### src/rtl/session_timer_if.sv
// Session timer bus: the button/LED master drives requests,
// the timer slave returns session status and pulses.
interface session_timer_if;
  logic       start;
  logic [1:0] mode;
  logic       abort;
  logic       timer_end;
  logic       mini_rst;
  logic [7:0] secs_left;
  logic       running;
  logic       busy;

  modport master (
    output start, mode, abort,
    input  timer_end, mini_rst, secs_left, running, busy
  );

  modport slave (
    input  start, mode, abort,
    output timer_end, mini_rst, secs_left, running, busy
  );
endinterface

### src/rtl/session_timer_ctrl.sv
// Session countdown timer: IDLE -> ARM -> RUN -> DONE.
// Optional RUN/PAUSE toggle on start edges with SESSION_PAUSE_EN.
module session_timer_ctrl #(
  parameter int unsigned TICK_DIV = 100000000,
  parameter logic [7:0]  DUR0     = 8'd30,
  parameter logic [7:0]  DUR1     = 8'd60,
  parameter logic [7:0]  DUR2     = 8'd90,
  parameter logic [7:0]  DUR3     = 8'd120
) (
  input  logic            sys_clk,
  input  logic            sys_rst,
  session_timer_if.slave  bus
);

  localparam int unsigned   PW   = $clog2(TICK_DIV);
  localparam logic [PW-1:0] PMAX = PW'(TICK_DIV - 1);
  localparam logic [PW-1:0] PONE = PW'(1);

`ifdef SESSION_PAUSE_EN
  typedef enum logic [2:0] {
    IDLE, ARM, RUN, DONE, PAUSE
  } state_t;
`else
  typedef enum logic [1:0] {
    IDLE, ARM, RUN, DONE
  } state_t;
`endif

  state_t        state_q, state_d;
  logic [7:0]    secs_q, secs_d;
  logic [PW-1:0] presc_q, presc_d;
  logic [1:0]    mode_q, mode_d;
  logic          start_q;
  logic          live_q;
  logic          te_q, mr_q, run_q, busy_q;
  logic          start_edge;
  logic          tick;
  logic [7:0]    dur_raw, dur_sel;

  // live_q masks the first cycle after reset so a held start is no edge
  assign start_edge = bus.start & ~start_q & live_q;
  assign tick       = (presc_q == PMAX);

  always_comb begin
    dur_raw = DUR0;
    case (mode_q)
      2'b00:   dur_raw = DUR0;
      2'b01:   dur_raw = DUR1;
      2'b10:   dur_raw = DUR2;
      default: dur_raw = DUR3;
    endcase
    dur_sel = (dur_raw == 8'd0) ? 8'd1 : dur_raw;
  end

  always_comb begin
    state_d = state_q;
    secs_d  = secs_q;
    presc_d = presc_q;
    mode_d  = mode_q;
    if (state_q != IDLE && bus.abort) begin
      state_d = IDLE;
      secs_d  = 8'd0;
      presc_d = '0;
    end else begin
      case (state_q)
        IDLE: begin
          if (start_edge && !bus.abort) begin
            mode_d  = bus.mode;
            presc_d = '0;
            state_d = ARM;
          end
        end
        // ARM is prescaler count 0 of the first second
        ARM: begin
          secs_d  = dur_sel;
          presc_d = PONE;
          state_d = RUN;
        end
        RUN: begin
`ifdef SESSION_PAUSE_EN
          if (start_edge) begin
            state_d = PAUSE;
          end else
`endif
          if (tick) begin
            presc_d = '0;
            if (secs_q <= 8'd1) begin
              secs_d  = 8'd0;
              state_d = DONE;
            end else begin
              secs_d = secs_q - 8'd1;
            end
          end else begin
            presc_d = presc_q + PONE;
          end
        end
        DONE: state_d = IDLE;
`ifdef SESSION_PAUSE_EN
        PAUSE: begin
          if (start_edge) state_d = RUN;
        end
`endif
        default: state_d = IDLE;
      endcase
    end
  end

  always_ff @(posedge sys_clk or negedge sys_rst) begin
    if (!sys_rst) begin
      state_q <= IDLE;
      secs_q  <= 8'd0;
      presc_q <= '0;
      mode_q  <= 2'b00;
      start_q <= 1'b0;
      live_q  <= 1'b0;
      te_q    <= 1'b0;
      mr_q    <= 1'b0;
      run_q   <= 1'b0;
      busy_q  <= 1'b0;
    end else begin
      state_q <= state_d;
      secs_q  <= secs_d;
      presc_q <= presc_d;
      mode_q  <= mode_d;
      start_q <= bus.start;
      live_q  <= 1'b1;
      te_q    <= (state_d == DONE);
      mr_q    <= (state_d == ARM);
      run_q   <= (state_d == RUN);
      busy_q  <= (state_d != IDLE);
    end
  end

  assign bus.timer_end = te_q;
  assign bus.mini_rst  = mr_q;
  assign bus.running   = run_q;
  assign bus.busy      = busy_q;
  assign bus.secs_left = secs_q;

endmodule
### src/flat_wrapper.sv
// flat-port wrapper written by rule: the top's interface ports become plain ports
module session_timer_ctrl_flat 
#(
  parameter int unsigned TICK_DIV = 100000000,
  parameter logic [7:0]  DUR0     = 8'd30,
  parameter logic [7:0]  DUR1     = 8'd60,
  parameter logic [7:0]  DUR2     = 8'd90,
  parameter logic [7:0]  DUR3     = 8'd120
)
  (sys_clk, sys_rst, bus_start, bus_mode, bus_abort, bus_timer_end, bus_mini_rst, bus_secs_left, bus_running, bus_busy);
  session_timer_if bus_i ();
  input  logic sys_clk;
  input  logic sys_rst;
  input wire logic [$bits(bus_i.start)-1:0] bus_start;
  input wire logic [$bits(bus_i.mode)-1:0] bus_mode;
  input wire logic [$bits(bus_i.abort)-1:0] bus_abort;
  output wire logic [$bits(bus_i.timer_end)-1:0] bus_timer_end;
  output wire logic [$bits(bus_i.mini_rst)-1:0] bus_mini_rst;
  output wire logic [$bits(bus_i.secs_left)-1:0] bus_secs_left;
  output wire logic [$bits(bus_i.running)-1:0] bus_running;
  output wire logic [$bits(bus_i.busy)-1:0] bus_busy;
  assign bus_i.start = bus_start;
  assign bus_i.mode = bus_mode;
  assign bus_i.abort = bus_abort;
  assign bus_timer_end = bus_i.timer_end;
  assign bus_mini_rst = bus_i.mini_rst;
  assign bus_secs_left = bus_i.secs_left;
  assign bus_running = bus_i.running;
  assign bus_busy = bus_i.busy;
  session_timer_ctrl #(.TICK_DIV(TICK_DIV), .DUR0(DUR0), .DUR1(DUR1), .DUR2(DUR2), .DUR3(DUR3)) u_core (.sys_clk(sys_clk), .sys_rst(sys_rst), .bus(bus_i));
endmodule
### config.mk
export PLATFORM = sky130hd
export DESIGN_NAME = session_timer_ctrl_flat
export DESIGN_NICKNAME = d
export VERILOG_FILES = /design/src/rtl/session_timer_if.sv /design/src/rtl/session_timer_ctrl.sv /design/src/flat_wrapper.sv
export SDC_FILE = /design/constraint.sdc
export NUM_CORES = 1
export LEC_CHECK = 0
export CAP_MARGIN = 10
export CORE_AREA = 5 5 62 87
export DETAILED_ROUTE_END_ITERATION = 8
export DIE_AREA = 0 0 67 92
export PLACE_DENSITY = 0.77
export SKIP_LAST_GASP = 1
export SYNTH_ARGS = -nofsm -noshare
export SYNTH_HDL_FRONTEND = slang
export SYNTH_SLANG_ARGS = --single-unit
### constraint.sdc
create_clock -name sys_clk -period 2.7 [get_ports sys_clk]
set_input_delay 0.54 -clock sys_clk [delete_from_list [all_inputs] [get_ports sys_clk]]
set_output_delay 0.54 -clock sys_clk [all_outputs]
set_load 0.02 [all_outputs]
* Word-level counts from Yosys, hierarchy flattened *
Index checks and enable logic that the tools add are counted.

cells by class
  $add $sub $neg = 2
  $lt $le $gt $ge = 1
  equal/unequal tests = 11
  muxes and demuxes = 15
  bitwise logic cells = 4
  reduce and logical (&&, ||, !) cells = 13

operators by type and width
  kind                     count
  $mux W27                 3
  $pmux W27 S3             1
  $add A27 B1 Y27 const B  1
  $eq A27 B27 Y1 const B   1
  $mux W8                  3
  $pmux W7 S3              1
  $pmux W8 S2              1
  $eq A2 B2 Y1 const B     5
  $le A8 B1 Y1 const B     1
  $logic_not A8 Y1         1
  $mux W2                  4
  $pmux W2 S4              1
  $sub A8 B1 Y8 const B    1
  $mux W7                  1
  $eq A2 B1 Y1 const B     3
  $ne A3 B1 Y1 const B     2
  $logic_not A2 Y1         2
  $reduce_and A2 Y1        2
  $reduce_bool A2 Y1       2
  $reduce_bool A4 Y1       1
  $reduce_and A3 Y1        1
  $reduce_bool A3 Y1       1
  $and A1 B1 Y1            2
  $logic_and A1 B1 Y1      2
  other kinds (2)          3

storage, ports and cells
  register bits = 45
  input port bits = 6
  output and inout port bits = 12
  word-level logic and storage cells = 56

* Longest topological paths before layout *
  word-level depth = 8
  depth in mapped cells = 9
  gate-level depth less buffers = 8

* Worst setup path before layout *
Ideal clock, no wire load.

  path kind = reg-to-reg
  start = register u_core.presc_q[0]
  end = register u_core.presc_q[11]
  library setup time = 0.119 ns
  arrival time = 1.814 ns
  data required time = 2.581 ns
  path slack = 0.767 ns
  stages on the path, launching flop included = 9
  path buffers = 2
  clock period less this slack = 1.933 ns
  path through = dfrtp_1 ha_1 and3_1 nand2_2 or3_1 buf_6 a31oi_4 buf_6 nor2_2

between the ends
  longest elaborated chain between the ends = 4
  elaborated cells between the ends (all ways) = 5
  those cells by class = add/sub: 1; eq/ne: 1; mux: 3

RTL lines
  item                                               RTL line                                            text
  start: declaration                                 session_timer_ctrl.sv:31                            logic [PW-1:0] presc_q, presc_d;
  start signal: assignment                           session_timer_ctrl.sv:123                           presc_q <= presc_d;
  $add A27 B1 Y27 or $eq A27 B27 Y1 (tied branches)  session_timer_ctrl.sv:94, session_timer_ctrl.sv:42
  $mux W27 (*)                                       session_timer_ctrl.sv:85                            if (tick) begin
  $pmux W27 S3 (*)                                   session_timer_ctrl.sv:65                            case (state_q)
  $mux W27 (*)                                       session_timer_ctrl.sv:60                            if (state_q != IDLE && bus.abort) begin

Every way passes the cells marked *; elsewhere a longest branch is shown, timed or not.
A chain may end at the register's enable or synchronous reset.

* Worst setup path after layout *
  start = register u_core.presc_q[0]
  end = register u_core.presc_q[25]

Same word-level chain as after synthesis.

==> out/results.tsv <==
metric	value	unit
status	finished, final reports clean	
# resized after CTS	0	
HP Class	in2async	
CTS root buf	clkbuf_8	
dominant synthesized flop cell	dfrtp_1	
Die W	67	microns
VDD IR max	448	uV
Netlist Area Pre-Place	2520	sq um
max-cap violations	0	
WL per Instance	14.5	microns
Nets	294	
largest delay contributor family on the critical path	simple AND/OR/NAND/NOR gates	
Worst-Skew Late Latency	0.29	ns
Post-synth ARST share	100	%
register area share after synthesis	44.7	%
# setup viols final	0	
Setup Skew	0.00644	ns
pin count of the biggest net entering global routing	46	
Num CTS Buffers	5	
vias per cell	5.66	
hold_buf cts	0	
routed vias	1940	
core area	4460	sq um
Port Buffers	17	
CP Data Arrival Time	2.33	ns
Leakage	1.13	nW
Min Hold Slack	0.313	ns
gr usage total	17.9	%
share of cells above drive strength 1	13.9	%
Slew Limit Headroom	62.7	%
Cells after Synth	260	
vias in the first global route	1907	
max-slew violation count	0	
number of synthesized flops with an enable pin	0	
initial antenna violation count	0	
total I/O pin count	18	
most common cell after layout, fill and taps aside	dfrtp_1	
RSZ-0062 raised after global routing	false	
Setup Buffers After CTS	0	
H-tree depth	2	
Starting Density	56.5	%
highest clock rate	0.465	GHz
post-route ant nets	0	
Worst-path clk slew	0.08	ns
DIE AREA	6160	sq um
critical path class	reg2reg	
CTS tree	done	
Pwr Density	900	nW/um^2
commonest cells after routing, fill and taps aside	dfrtp_1, nor2_1, xnor2_1	
CP Cell Sequence	ha_1 > and3_1 > nand2_2 > or3_1 > a31oi_4 > buf_12 > nor2_1	
clk sinks	45	
Slowest-stage cell, CP	or3_1	
Worst EP required	2.88	ns
Final Hold Viols	0	
area growth from synthesis to layout	14.1	%
crit share post-route	79.6	%
CP endpoint kind	flop	
final WL	4980	microns
Synth Area per Inst	9.70	sq um
Placer Congestion	0.835	
First DRT Iteration DRCs	135	
row count	29	
GR Overflow Total	0	
Clock Path Buffers	2	
Yosys reg bits	45	
Post-Syn Nets	273	
DIE HEIGHT	92	microns
Yosys cell types	48	
synth warn	0	
# DRC	0	
TritonRoute pass-1 iters	4	
Antenna diodes	0	
crit start category	flop	
first-pass GRT wire length	8600	microns
crit-path max cell delay	0.56	ns
Final Critical Period	2.15	ns
Worst Tran Pin Value	0.560	ns
worst-path maximum fanout	25	
Setup Total Neg Slack	0	ns
HPWL after detailed placement	3560	microns
crit path buf inv count	1	
cells by family (layout without fill, tap and decap cells):
group	Yosys count	in the layout	synth area share, %
buf+inv	23	44	4.71
simple gates	126	126	26.8
compound gates	29	29	9.83
flops	45	45	44.7
fa+ha+maj	7	7	3.47
other cells	1	1	0.149
xor+xnor	26	26	9.03
mux	3	3	1.29
routing by layer:
metal	vias up	GRT usage, %	routed length (microns)
met2	42	31.1	2580
met4	0	7.95	129
met1	937	20.2	2090
met5	-	0	0
met3	13	4.28	175
li1	948	-	-
final timing paths:
check	start	end	slack [ns]	depth (start not counted)
worst max-delay path	u_core.presc_q[0]	u_core.presc_q[25]	0.55	7
worst min-delay path	sys_rst	u_core.bus.secs_left[2]	0.31	2
worst max register to register	u_core.presc_q[0]	u_core.presc_q[25]	0.55	7
worst min register to register	u_core.presc_q[1]	u_core.presc_q[1]	0.52	2
max in group asynchronous	sys_rst	u_core.bus.timer_end	2.00	2
min in group sys_clk	u_core.presc_q[1]	u_core.presc_q[1]	0.52	2
where the power goes:
part | switching, mW | leakage, nW | internal (mW) | total [mW]
clock network | 0.218 | 0.0540 | 0.269 | 0.487
logic | 0.742 | 0.470 | 0.494 | 1.24
registers | 0.0936 | 0.606 | 0.773 | 0.866
cells in the mapped netlist (all sizes together), types with 2 or more instances:
| cell | count | area (sq um) |
|---|---|---|
| o22ai | 2 | 12.5 |
| nor4 | 9 | 56.3 |
| a32o | 2 | 20.0 |
| and4 | 3 | 26.3 |
| o31ai | 2 | 15.0 |
| and3 | 5 | 32.5 |
| a21oi | 4 | 23.8 |
| inv | 14 | 52.6 |
| a31o | 2 | 17.5 |
| nor3 | 16 | 80.1 |
| dfrtp | 45 | 1130 |
| buf | 6 | 55.1 |
| and2 | 2 | 12.5 |
| and4bb | 2 | 25.0 |
| nand4 | 6 | 43.8 |
| nor2 | 37 | 166 |
| or3 | 5 | 31.3 |
| o21ai | 4 | 20.0 |
| ha | 7 | 87.6 |
| xnor2 | 26 | 228 |
| a31oi | 4 | 40.0 |
| mux2 | 2 | 22.5 |
| nand2b | 2 | 12.5 |
| nand2 | 26 | 100 |
| o2bb2ai | 2 | 17.5 |
| nand3 | 9 | 45.0 |
| clkbuf | 3 | 11.3 |
sequential cells by signal, summed over array words and instances, names as in the netlist:
signal and flops:
u_core.mode_q 2, u_core.start_q 1, u_core.live_q 1, u_core.bus.running 1
u_core.bus.secs_left 8, u_core.bus.busy 1, u_core.state_q 2, u_core.bus.mini_rst 1
u_core.bus.timer_end 1, u_core.presc_q 27
worst reg2reg max path, cell delays in order, from the launching register on:
cell     delay [ns]
dfrtp_1        0.40
ha_1           0.21
and3_1         0.23
nand2_2        0.12
or3_1          0.56
a31oi_4        0.25
buf_12         0.20
nor2_1         0.08
stage by stage:
stage	setup slack (ns)	instance area [sq um]	power [mW]	util, %	instances
after global placement	0.468	2770	2.10	62.2	336
final	0.550	2880	2.59	64.5	343
after CTS	0.547	2880	2.61	64.5	343
after global routing	0.436	2880	2.76	64.5	343
after floorplan	0.767	2520	1.72	-	260
after detailed placement	0.408	2770	2.12	62.2	336
area by class of cell:
cell class	count	area, sq um
Tap cell	62	77.6
Clock buffer	5	68.8
Multi-Input combinational cell	192	1280
Sequential cell	45	1130
Clock inverter	2	35.0
Fill cell	374	1590
Timing Repair Buffer	23	235
Inverter	14	52.6
No activity file was read; power rests on OpenSTA's default activity.
